===== config.mk =====
export PLATFORM = sky130hd
export DESIGN_NAME = dcache_wb
export DESIGN_NICKNAME = d
export VERILOG_FILES = /design/src/rtl/gpu_pkg.sv /design/src/rtl/rr_arbiter.sv /design/src/rtl/dcache_wb.sv
export SDC_FILE = /design/constraint.sdc
export NUM_CORES = 1
export LEC_CHECK = 0
export CORE_AREA = 2 2 149 166
export DETAILED_ROUTE_END_ITERATION = 6
export DIE_AREA = 0 0 151 168
export DONT_BUFFER_PORTS = 1
export PLACE_DENSITY_LB_ADDON = 0.05
export SLEW_MARGIN = 10
export SYNTH_ARGS = -nofsm -noshare
export SYNTH_HDL_FRONTEND = slang
export SYNTH_SLANG_ARGS = --single-unit

===== constraint.sdc =====
create_clock -name clk -period 9.6 [get_ports clk]
set_input_delay 1.92 -clock clk [delete_from_list [all_inputs] [get_ports clk]]
set_output_delay 1.92 -clock clk [all_outputs]
set_load 0.05 [all_outputs]

===== src/rtl/gpu_pkg.sv =====
// Shared cache definitions: FSM state encoding and address-split width helpers.
package gpu_pkg;

  typedef enum logic [2:0] {
    ST_IDLE      = 3'd0,
    ST_LOOKUP    = 3'd1,
    ST_WRITEBACK = 3'd2,
    ST_FILL      = 3'd3,
    ST_RESPOND   = 3'd4
  } cache_state_t;

  // Pointer width that stays legal for a single-entry structure.
  function automatic int ptr_bits(input int n);
    return (n > 1) ? $clog2(n) : 1;
  endfunction

  function automatic int index_bits(input int num_sets);
    return ptr_bits(num_sets);
  endfunction

  function automatic int tag_bits(input int addr_bits, input int num_sets);
    return addr_bits - index_bits(num_sets);
  endfunction

endpackage


===== src/rtl/rr_arbiter.sv =====
// Round-robin arbiter: combinational one-hot grant, search starts after the last granted port.
// Pointer moves only when advance is high and something was granted.
module rr_arbiter
  import gpu_pkg::*;
#(
  parameter int NUM_REQ = 4
) (
  input  logic               clk,
  input  logic               reset,
  input  logic [NUM_REQ-1:0] request,
  input  logic               advance,
  output logic [NUM_REQ-1:0] grant
);

  localparam int PTR_W = ptr_bits(NUM_REQ);

  logic [PTR_W-1:0] start_ptr;
  logic [PTR_W-1:0] grant_idx;
  logic             found;

  function automatic logic [PTR_W-1:0] wrap_idx(input logic [PTR_W-1:0] base, input int offs);
    int s;
    s = int'(base) + offs;
    if (s >= NUM_REQ) s = s - NUM_REQ;
    return PTR_W'(s);
  endfunction

  always_comb begin
    grant     = '0;
    grant_idx = '0;
    found     = 1'b0;
    for (int k = 0; k < NUM_REQ; k++) begin
      if (!found && request[wrap_idx(start_ptr, k)]) begin
        found     = 1'b1;
        grant_idx = wrap_idx(start_ptr, k);
      end
    end
    grant[grant_idx] = found;
  end

  always_ff @(posedge clk) begin
    if (reset) begin
      start_ptr <= '0;
    end else if (advance && found) begin
      start_ptr <= wrap_idx(grant_idx, 1);
    end
  end

endmodule


===== src/rtl/dcache_wb.sv =====
// Multi-port write-back, write-allocate set-associative data cache, one word per line.
// Hit: 3 cycles valid->ready; misses stall on mem ready handshakes; ready held until the port drops valid.
module dcache_wb
  import gpu_pkg::*;
#(
  parameter int ADDR_BITS     = 8,
  parameter int DATA_BITS     = 8,
  parameter int NUM_CONSUMERS = 4,
  parameter int NUM_SETS      = 4,
  parameter int NUM_WAYS      = 2
) (
  input  logic                                    clk,
  input  logic                                    reset,
  input  logic [NUM_CONSUMERS-1:0]                consumer_read_valid,
  input  logic [NUM_CONSUMERS-1:0][ADDR_BITS-1:0] consumer_read_address,
  output logic [NUM_CONSUMERS-1:0]                consumer_read_ready,
  output logic [NUM_CONSUMERS-1:0][DATA_BITS-1:0] consumer_read_data,
  input  logic [NUM_CONSUMERS-1:0]                consumer_write_valid,
  input  logic [NUM_CONSUMERS-1:0][ADDR_BITS-1:0] consumer_write_address,
  input  logic [NUM_CONSUMERS-1:0][DATA_BITS-1:0] consumer_write_data,
  output logic [NUM_CONSUMERS-1:0]                consumer_write_ready,
  output logic                                    mem_read_valid,
  output logic [ADDR_BITS-1:0]                    mem_read_address,
  input  logic                                    mem_read_ready,
  input  logic [DATA_BITS-1:0]                    mem_read_data,
  output logic                                    mem_write_valid,
  output logic [ADDR_BITS-1:0]                    mem_write_address,
  output logic [DATA_BITS-1:0]                    mem_write_data,
  input  logic                                    mem_write_ready
);

  localparam int IDX_W  = index_bits(NUM_SETS);
  localparam int TAG_W  = tag_bits(ADDR_BITS, NUM_SETS);
  localparam int WAY_W  = ptr_bits(NUM_WAYS);
  localparam int PORT_W = ptr_bits(NUM_CONSUMERS);

  logic [TAG_W-1:0]     tag_mem  [NUM_SETS][NUM_WAYS];
  logic [DATA_BITS-1:0] data_mem [NUM_SETS][NUM_WAYS];
  logic [NUM_WAYS-1:0]  valid_q  [NUM_SETS];
  logic [NUM_WAYS-1:0]  dirty_q  [NUM_SETS];
  logic [WAY_W-1:0]     vptr_q   [NUM_SETS];

  cache_state_t state, state_next;

  logic [PORT_W-1:0]    port_q;
  logic                 is_read_q;
  logic [ADDR_BITS-1:0] addr_q;
  logic [DATA_BITS-1:0] wdata_q;
  logic [DATA_BITS-1:0] resp_data_q;
  logic [WAY_W-1:0]     victim_q;
  logic [ADDR_BITS-1:0] wb_addr_q;
  logic [DATA_BITS-1:0] wb_data_q;
  logic                 armed_q;

  logic [NUM_CONSUMERS-1:0] request;
  logic [NUM_CONSUMERS-1:0] grant;
  logic [PORT_W-1:0]        grant_idx;
  logic                     port_valid;

  logic [IDX_W-1:0] idx;
  logic [TAG_W-1:0] tag;
  logic             hit;
  logic [WAY_W-1:0] hit_way;
  logic             has_invalid;
  logic [WAY_W-1:0] invalid_way;
  logic [WAY_W-1:0] victim;
  logic             victim_dirty;

  assign request    = consumer_read_valid | consumer_write_valid;
  assign idx        = addr_q[IDX_W-1:0];
  assign tag        = addr_q[ADDR_BITS-1:IDX_W];
  assign port_valid = is_read_q ? consumer_read_valid[port_q] : consumer_write_valid[port_q];

  rr_arbiter #(
    .NUM_REQ (NUM_CONSUMERS)
  ) u_arb (
    .clk     (clk),
    .reset   (reset),
    .request (request),
    .advance (state == ST_IDLE),
    .grant   (grant)
  );

  always_comb begin
    grant_idx = '0;
    for (int i = 0; i < NUM_CONSUMERS; i++) begin
      if (grant[i]) grant_idx = PORT_W'(i);
    end
  end

  // Victim choice: first free way, otherwise the set's rotating pointer.
  always_comb begin
    hit         = 1'b0;
    hit_way     = '0;
    has_invalid = 1'b0;
    invalid_way = '0;
    for (int w = 0; w < NUM_WAYS; w++) begin
      if (valid_q[idx][w] && (tag_mem[idx][w] == tag) && !hit) begin
        hit     = 1'b1;
        hit_way = WAY_W'(w);
      end
      if (!valid_q[idx][w] && !has_invalid) begin
        has_invalid = 1'b1;
        invalid_way = WAY_W'(w);
      end
    end
    victim       = has_invalid ? invalid_way : vptr_q[idx];
    victim_dirty = valid_q[idx][victim] && dirty_q[idx][victim];
  end

  always_ff @(posedge clk) begin
    if (reset) state <= ST_IDLE;
    else       state <= state_next;
  end

  always_comb begin
    state_next = state;
    case (state)
      ST_IDLE:      if (|request) state_next = ST_LOOKUP;
      ST_LOOKUP: begin
        if (hit)               state_next = ST_RESPOND;
        else if (victim_dirty) state_next = ST_WRITEBACK;
        else if (is_read_q)    state_next = ST_FILL;
        else                   state_next = ST_RESPOND;
      end
      ST_WRITEBACK: if (mem_write_ready) state_next = is_read_q ? ST_FILL : ST_RESPOND;
      ST_FILL:      if (mem_read_ready) state_next = ST_RESPOND;
      ST_RESPOND:   if (armed_q && !port_valid) state_next = ST_IDLE;
      default:      state_next = ST_IDLE;
    endcase
  end

  always_comb begin
    consumer_read_ready  = '0;
    consumer_read_data   = '0;
    consumer_write_ready = '0;
    mem_read_valid       = (state == ST_FILL);
    mem_read_address     = (state == ST_FILL) ? addr_q : '0;
    mem_write_valid      = (state == ST_WRITEBACK);
    mem_write_address    = (state == ST_WRITEBACK) ? wb_addr_q : '0;
    mem_write_data       = (state == ST_WRITEBACK) ? wb_data_q : '0;
    if ((state == ST_RESPOND) && armed_q) begin
      if (is_read_q) begin
        consumer_read_ready[port_q] = 1'b1;
        consumer_read_data[port_q]  = resp_data_q;
      end else begin
        consumer_write_ready[port_q] = 1'b1;
      end
    end
  end

  always_ff @(posedge clk) begin
    if (reset) begin
      for (int s = 0; s < NUM_SETS; s++) begin
        valid_q[s] <= '0;
        dirty_q[s] <= '0;
        vptr_q[s]  <= '0;
      end
      port_q      <= '0;
      is_read_q   <= 1'b0;
      addr_q      <= '0;
      wdata_q     <= '0;
      resp_data_q <= '0;
      victim_q    <= '0;
      wb_addr_q   <= '0;
      wb_data_q   <= '0;
      armed_q     <= 1'b0;
    end else begin
      case (state)
        ST_IDLE: if (|request) begin
          port_q    <= grant_idx;
          is_read_q <= consumer_read_valid[grant_idx];
          addr_q    <= consumer_read_valid[grant_idx] ? consumer_read_address[grant_idx]
                                                      : consumer_write_address[grant_idx];
          wdata_q   <= consumer_write_data[grant_idx];
        end
        ST_LOOKUP: begin
          if (hit) begin
            if (is_read_q) begin
              resp_data_q <= data_mem[idx][hit_way];
            end else begin
              data_mem[idx][hit_way]   <= wdata_q;
              dirty_q[idx][hit_way]    <= 1'b1;
            end
          end else begin
            // Victim snapshot is taken before a write miss overwrites the line.
            victim_q  <= victim;
            wb_addr_q <= {tag_mem[idx][victim], idx};
            wb_data_q <= data_mem[idx][victim];
            if (!has_invalid) begin
              vptr_q[idx] <= (vptr_q[idx] == WAY_W'(NUM_WAYS - 1)) ? '0 : vptr_q[idx] + 1'b1;
            end
            if (!is_read_q) begin
              tag_mem[idx][victim]  <= tag;
              data_mem[idx][victim] <= wdata_q;
              valid_q[idx][victim]  <= 1'b1;
              dirty_q[idx][victim]  <= 1'b1;
            end
          end
        end
        ST_FILL: if (mem_read_ready) begin
          tag_mem[idx][victim_q]  <= tag;
          data_mem[idx][victim_q] <= mem_read_data;
          valid_q[idx][victim_q]  <= 1'b1;
          dirty_q[idx][victim_q]  <= 1'b0;
          resp_data_q             <= mem_read_data;
        end
        ST_RESPOND: begin
          if (!armed_q)         armed_q <= 1'b1;
          else if (!port_valid) armed_q <= 1'b0;
        end
        default: ;
      endcase
    end
  end

endmodule


-- Word-level counts from Yosys, hierarchy flattened
Memory sizes are Yosys's and may differ from the RTL's. A register that Yosys moved wholly into a read port is not among the register bits.
Index checks and enable logic that the tools add are counted.
- RAM bits: 132
- memories: 5
- register bits after elaboration: 50
- magnitude comparators: 26
- multiplexer cells: 198
- bitwise operators: 57
- eq/ne operators: 12
- reduce and logical (&&, ||, !) cells: 35
- $add $sub $neg: 10
- memory list (name ; depth ; width ; read ports ; clocked after Yosys merged registers in ; wr ports ; line ; RTL):
    data_mem ; 4 ; 16 ; 1 ; 1 ; 1 ; dcache_wb.sv:38 ; logic [DATA_BITS-1:0] data_mem [NUM_SETS][NUM_WAYS];
    tag_mem ; 4 ; 12 ; 1 ; 1 ; 1 ; dcache_wb.sv:37 ; logic [TAG_W-1:0] tag_mem [NUM_SETS][NUM_WAYS];
    dirty_q ; 4 ; 2 ; 1 ; 1 ; 4 ; dcache_wb.sv:40 ; logic [NUM_WAYS-1:0] dirty_q [NUM_SETS];
    valid_q ; 4 ; 2 ; 1 ; 1 ; 4 ; dcache_wb.sv:39 ; logic [NUM_WAYS-1:0] valid_q [NUM_SETS];
    vptr_q ; 4 ; 1 ; 1 ; 1 ; 4 ; dcache_wb.sv:41 ; logic [WAY_W-1:0] vptr_q [NUM_SETS];
- operator list (kind ; count):
    8-bit 2-to-1 mux ; 20
    1-bit 2-to-1 mux ; 101
    32-bit 2-to-1 mux ; 2
    2-bit 2-to-1 mux ; 31
    1-bit OR ; 50
    8-bit binary-select mux with 2-bit select ; 3
    16-bit 2-to-1 mux ; 3
    32-bit bitwise AND ; 1
    6-bit 2-to-1 mux ; 5
    8-bit demux with 1-bit select ; 3
    12-bit 2-to-1 mux ; 2
    2-bit by 3-bit < comparator with 1-bit output, second input constant ; 7
    3-bit 2-to-1 mux ; 7
    1-bit logical AND ; 19
    8-bit demux with 2-bit select ; 1
    4-bit 2-to-1 mux ; 4
    8-bit case mux with 2 select lines ; 1
    3-bit case mux with 5 select lines ; 1
    1-bit binary-select mux with 2-bit select ; 7
    6-bit demux with 1-bit select ; 2
    6-bit == test ; 2
    3-bit greater-or-equal comparator, second input constant ; 4
    2-bit by 1-bit subtractor with 2-bit output, second input constant ; 5
    2-bit inequality test, second input constant ; 4
    other kinds (27) ; 53

-- Depth between registers and ports, before layout
Gate-level depths: netlist (run 1).
- depth after elaboration: 27
- gate-level depth with buffers: 15
- mapped depth without buffers: 12

-- Modules after synthesis
From an unflattened synthesis (run 1), not the netlist that was laid out.
- cells, all modules: 767
- area total of the unflattened synthesis: 9328.9 um2
- modules (own cells, without submodules) (module ; area an instance (um2) ; times used ; cells each):
    dcache_wb ; 9071.2 ; 1 ; 737
    rr_arbiter ; 257.7 ; 1 ; 30

-- Worst setup path before layout (run 1)
Ideal clock, no wire load.
- path kind: reg-to-output
- from: reg state[0]
- to: out consumer_read_data[0] (netlist name)
- setup slack: 4708 ps
- buffers on the path: 1
- data arrival time: 2972 ps
- stages on the path, launching flop included: 6
- data required time: 7680 ps
- path through: dfxtp_1 -> clkbuf_1 -> nor3b_1 -> nand3_1 -> nor3_1 -> and2_1
- RTL lines (element ; line ; RTL):
    start: declaration ; dcache_wb.sv:43 ; cache_state_t state, state_next;
    start signal: assignment ; dcache_wb.sv:113 ; else state <= state_next;
    end: declaration ; dcache_wb.sv:17 ; output logic [NUM_CONSUMERS-1:0][DATA_BITS-1:0] consumer_read_data,

==> results of run 1 <==
registers in the layout, indices dropped and copies added, names as in the netlist, 3 cells and up, named ones only:
signal	count
vptr_q	4
resp_data_q	8
dirty_q	8
wb_data_q	8
wdata_q	8
state	3
tag_mem	48
wb_addr_q	8
addr_q	8
valid_q	8
data_mem	64
kinds of logic (layout without fill, tap and decap cells):
logic type	Yosys count	count (layout)	synth area share (%)
AO/OA/AOI/OAI	159	159	12.0
XOR/XNOR	12	12	1.21
adder cells (fa/ha/maj)	2	2	0.268
buffers and inverters	60	54	3.17
flip-flops	184	184	53.7
multiplexers	95	95	15.2
AND/OR/NAND/NOR	276	276	14.5
layout make-up:
cell class	count	area share, %
Clock buffer	18	4.44
Sequential cell	184	49.3
Inverter	10	0.370
Multi-Input combinational cell	544	39.9
Timing Repair Buffer	12	0.887
Tap cell	310	3.82
Clock inverter	14	1.26
how the worst max path moves through the flow:
stage | endpoint | startpoint
CTS | consumer_read_data[2] | state[1]
global placement | consumer_read_data[5] | state[1]
global route | consumer_read_data[6] | state[1]
floorplan | consumer_read_data[0] | state[0]
detailed placement | consumer_read_data[2] | state[1]
finish | consumer_read_data[2] | state[1]
worst max-delay path, delay by kind of cell, from the launching register on:
family | cells | cell delay (ps)
flip-flops | 1 | 470
AND/OR/NAND/NOR | 4 | 2410
cells in the final DEF, fill, tap and decap left out, drive strengths merged, types with 11 or more instances in the layout:
| master | netlist | routed |
|---|---|---|
| edfxtp | 132 | 132 |
| nor2 | 91 | 91 |
| nand2 | 76 | 76 |
| dfxtp | 52 | 52 |
| and2 | 49 | 49 |
| mux2i | 44 | 44 |
| mux4 | 35 | 35 |
| a21oi | 35 | 35 |
| o21ai | 32 | 32 |
| o211ai | 25 | 25 |
| a211oi | 25 | 25 |
| o221ai | 18 | 18 |
| clkbuf | 32 | 18 |
| inv | 9 | 17 |
| mux2 | 16 | 16 |
| buf | 18 | 12 |
| xnor2 | 12 | 12 |
| a31oi | 11 | 11 |
metal layers:
metal  share of wire (%)  global-route usage (%)  wire length [um]
met1                  46                    26.0             10800
met5                   0                       0                 0
met3                 6.6                    3.79              1550
met2                  47                    29.8             11000
met4                 1.2                    4.71               287
through the flow:
step | instance area, sq um | util, % | cells | total power, uW
after floorplan | 9320 | - | 788 | 2090
after global placement | 9580 | 40.1 | 1060 | 2360
after detailed placement | 9580 | 40.1 | 1060 | 2390
after CTS | 10200 | 42.5 | 1092 | 3080
after global routing | 10200 | 42.5 | 1092 | 3240
final | 10200 | 42.5 | 1092 | 3050
report_power, final:
| part | switching, uW | total, uW | internal (uW) |
|---|---|---|---|
| Clock | 326 | 685 | 359 |
| Sequential | 162 | 1220 | 1050 |
| Combinational | 701 | 1150 | 446 |
==> flow_metrics.tcl, run 1 <==
set metrics [dict create \
    critPathArrivalTime_ps 3320 \
    synth_cell_types 63 \
    syn_nets 906 \
    cp_cell_sequence "nor3b_1 > nand3_1 > nor3_2 > and2_1" \
    finalSetupViolations 0 \
    die_w_um 151 \
    max_freq_mhz 191 \
    cp.required_ps 7680 \
    vias 6289 \
    worst_ir_drop_vdd_v 0.000142 \
    htreeDepth 4 \
    regArea_sq_um 5010 \
    clk_pin_slew_worst_paths_ps 80 \
    r2r_cells 7 \
    cts_root_buffer "clkbuf_16" \
    r2r-end "data_mem[1][14]" \
    min-delay-start "resp_data_q[2]" \
    numPortBuffers 0 \
    async_reset_ff_share_pct 0 \
    start_util_pct 39.0 \
    drtAntennaViolNets 0 \
    slew_headroom_pct 21.0 \
    drt_iter0_markers 437 \
    firstDrtPassIters 5 \
    postCtsSetupBuffers 0 \
    start_kind "register" \
    fillers 2235 \
    die-height_um 168 \
    cts_made_buffers 17 \
    ys_seq_area_share_pct 53.7 \
    drc_errors 0 \
    fin_nets 887 \
    fin_ws_ps 4360 \
    ys.flop_type "edfxtp_1" \
    hp-class "reg -> reg" \
    dieArea_sq_um 25400 \
    worstMarginPinSlew_ps 1180 \
    wirelength_mm 23.6 \
    gp_congestion 0.812 \
    p_leak_uw 0.00342 \
    holdBufCountCts 0 \
    synth_warnings 0 \
    drv_slew 0 \
    multi_input_area_sq_um 4050 \
    worst-path-max-fanout 16 \
    dp_slack_ps 4820 \
    ctsResizeCount 0 \
    synth.area.top_cells "edfxtp_1 (43%), dfxtp_1 (11%), mux4_2 (8.0%), mux2i_1 (4.7%), nor2_1 (3.6%)" \
    track_usage_pct 18.6 \
    clk_latency_ps 430 \
    viasPerCell 5.76 \
    critPathKind "reg -> out" \
    critPathSlowestCell "nor3_2" \
    cts_tree "done" \
    syn_inst 788 \
    grt_pass1_wl_mm 35.5 \
    slowest_delay_ps 970 \
    grt-ovfl-total 0 \
    end_kind "output pin" \
    num_antenna_cells 0 \
    power.density_nw_per_um2 300 \
    min_to "resp_data_q[2]" \
    boundaryPins 182 \
    grt_max_degree 47 \
    synth_top_area_cell "edfxtp_1" \
    synth_edf_count 132 \
    status "finished, final reports clean" \
    hold_path_depth 2 \
    finalHoldViolations 0 \
    skew_ps 8.42 \
    ys_seq_elements 184 \
    reg2reg_slack_ps 5580 \
    drive_above_1_share_pct 16.2 \
    layout_worst_path_cycle_share_pct 54.6 \
    wl_per_cell_um 21.6 \
    whs_ps 486 \
    synthesis.area_sq_um 9320 \
    yosysTopAreaCellShare_pct 42.5 \
    clock-sinks 184 \
    cts_buffer_depth 2 \
    rsz0062_at_grt "false" \
    synth_most_common_cell "edfxtp_1" \
    synth_common_cells "edfxtp_1 (132), nor2_1 (89), nand2_1 (75), dfxtp_1 (52), and2_1 (49)" \
    fin_setup_tns_ps 0 \
    post-route-min-period_ps 5240 \
    syn2layout_area_growth_pct 8.93 \
    core_area_sq_um 23900 \
    rr_startpoint "state[0]" \
    first_global_vias 6100 \
    synth.avg_cell_area_sq_um 11.8 \
    place_hpwl_mm 17.3 \
    cap_violations 0 \
    row_count 60 \
    grt_antenna_before_repair 0 \
]
Power figures use the tool's default switching activity.
==> run 2: changes to the inputs <==
clock period = 4.6 ns   (was 9.6 ns; I/O delays follow)
==> flow_metrics.tcl, run 2 (synthesis results as in run 1) <==
set metrics [dict create \
    syn2layout_area_growth_pct 9.93 \
    start_kind "register" \
    critPathKind "reg -> out" \
    largest_registers "data_mem x64, tag_mem x48" \
    place_inst 1071 \
    boundaryPins 182 \
    cts_root_buffer "clkbuf_16" \
    clk_pin_slew_worst_paths_ps 70 \
    cp-startpoint "state[1]" \
    finalHoldViolations 0 \
    die-height_um 168 \
    fin_total_pwr_uw 6440 \
    hp-class "reg -> reg" \
    rsz0062_at_grt "false" \
    finalSetupViolations 0 \
    track_usage_pct 19.0 \
    first_global_vias 6233 \
    clk_latency_ps 430 \
    wl_per_cell_um 21.4 \
    drive_above_1_share_pct 17.2 \
    grt_antenna_before_repair 1 \
    reg2reg_slack_ps 1010 \
    layout_worst_path_cycle_share_pct 81.8 \
    dp_slack_ps 964 \
    crit_buf_inv 1 \
    p_leak_uw 0.00347 \
    largest_reg_flops 64 \
    holdBufCountCts 0 \
    drc_errors 0 \
    r2r-end "data_mem[3][13]" \
    cts_made_buffers 17 \
    worstMarginPinSlew_ps 1140 \
    fin_nets 898 \
    vias 6276 \
    drt_iter0_markers 402 \
    fillers 2227 \
    grt_pass1_wl_mm 36.1 \
    cp.required_ps 3680 \
    power.density_nw_per_um2 629 \
    place_area_sq_um 9660 \
    drtAntennaViolNets 0 \
    drv_slew 0 \
    critPathSlowestCell "nor3_2" \
    worst_ir_drop_vdd_v 0.000410 \
    top_register "data_mem" \
    gp_congestion 0.817 \
    row_count 60 \
    slew_headroom_pct 23.6 \
    cts_buffer_depth 2 \
    fin_ws_ps 837 \
    final_area_sq_um 10200 \
    crit_family "simple AND/OR/NAND/NOR gates" \
    fin_setup_tns_ps 0 \
    cts_tree "done" \
    critPathArrivalTime_ps 2840 \
    worst-path-stages 3 \
    cap_violations 0 \
    numPortBuffers 0 \
    max_freq_mhz 266 \
    wirelength_mm 23.6 \
    layout_commonest_cell "edfxtp_1" \
    dieArea_sq_um 25400 \
    most-common-layout-cells "edfxtp_1 (132), nor2_1 (89), nand2_1 (75)" \
    r2r_cells 8 \
    ctsResizeCount 0 \
    postCtsSetupBuffers 0 \
    slowest_delay_ps 910 \
    start_util_pct 39.0 \
    clock-sinks 184 \
    crit_end "mem_write_address[0]" \
    firstDrtPassIters 7 \
    fin_cells 1103 \
    die_w_um 151 \
    grt_max_degree 47 \
    place_hpwl_mm 18.1 \
    status "finished, final reports clean" \
    worst-path-max-fanout 19 \
    cp_cell_sequence "inv_1 > nor3_2 > and2_1" \
    viasPerCell 5.69 \
    grt-ovfl-total 0 \
    core_area_sq_um 23900 \
    htreeDepth 4 \
    skew_ps 9.53 \
    num_antenna_cells 0 \
    post-route-min-period_ps 3760 \
    end_kind "output pin" \
]
-- run 2: per-stage QoR --
stage / hold slack (ps) / utilization [%]
6_report: 487 / 42.9
3_5_place_dp: 481 / 40.5
5_1_grt: 511 / 42.9
3_3_place_gp: 467 / 40.5
2_1_floorplan: 443 / -
4_1_cts: 493 / 42.9
-- run 2: layout make-up --
cell class,instances,area (sq um),area share (%)
Sequential cell,184,5010,48.9
Multi-Input combinational cell,544,4050,39.5
Clock buffer,18,429,4.19
Tap cell,310,388,3.79
Timing Repair Buffer,23,173,1.68
Clock inverter,14,161,1.58
Inverter,10,37.5,0.366
-- run 2: report_power, final --
group	switching (uW)	leakage [uW]	internal [uW]
Sequential	306	0.00166	2200
Combinational	1510	0.00153	964
Clock	643	0.000278	815
Total	2460	0.00347	3980
-- run 2: worst register-to-register path, delay by kind of cell, from the launching register on --
kind                   cells  cell delay [ps]
AOI/OAI and AO/OA          3             1130
muxes                      1              320
DFF                        1              640
buffers and inverters      3              530
and+or+nand+nor            1              620
-- run 2: per-layer routing --
metal,global-route usage (%),wire [um],vias to the layer above
met5,0,0,-
met3,3.85,1740,26
met4,6.01,429,0
met2,29.6,10800,277
met1,26.6,10600,3021
li1,-,-,2952
-- run 2: how the worst min path moves through the flow --
stage / startpoint / endpoint / slack, ps / cells after the start
floorplan: wdata_q[0] / wdata_q[0] / 440 / 2
global placement: resp_data_q[0] / resp_data_q[0] / 470 / 2
detailed placement: u_arb.start_ptr[1] / u_arb.start_ptr[1] / 480 / 2
CTS: resp_data_q[0] / resp_data_q[0] / 490 / 2
global route: u_arb.start_ptr[1] / u_arb.start_ptr[1] / 510 / 2
finish: resp_data_q[1] / resp_data_q[1] / 490 / 2
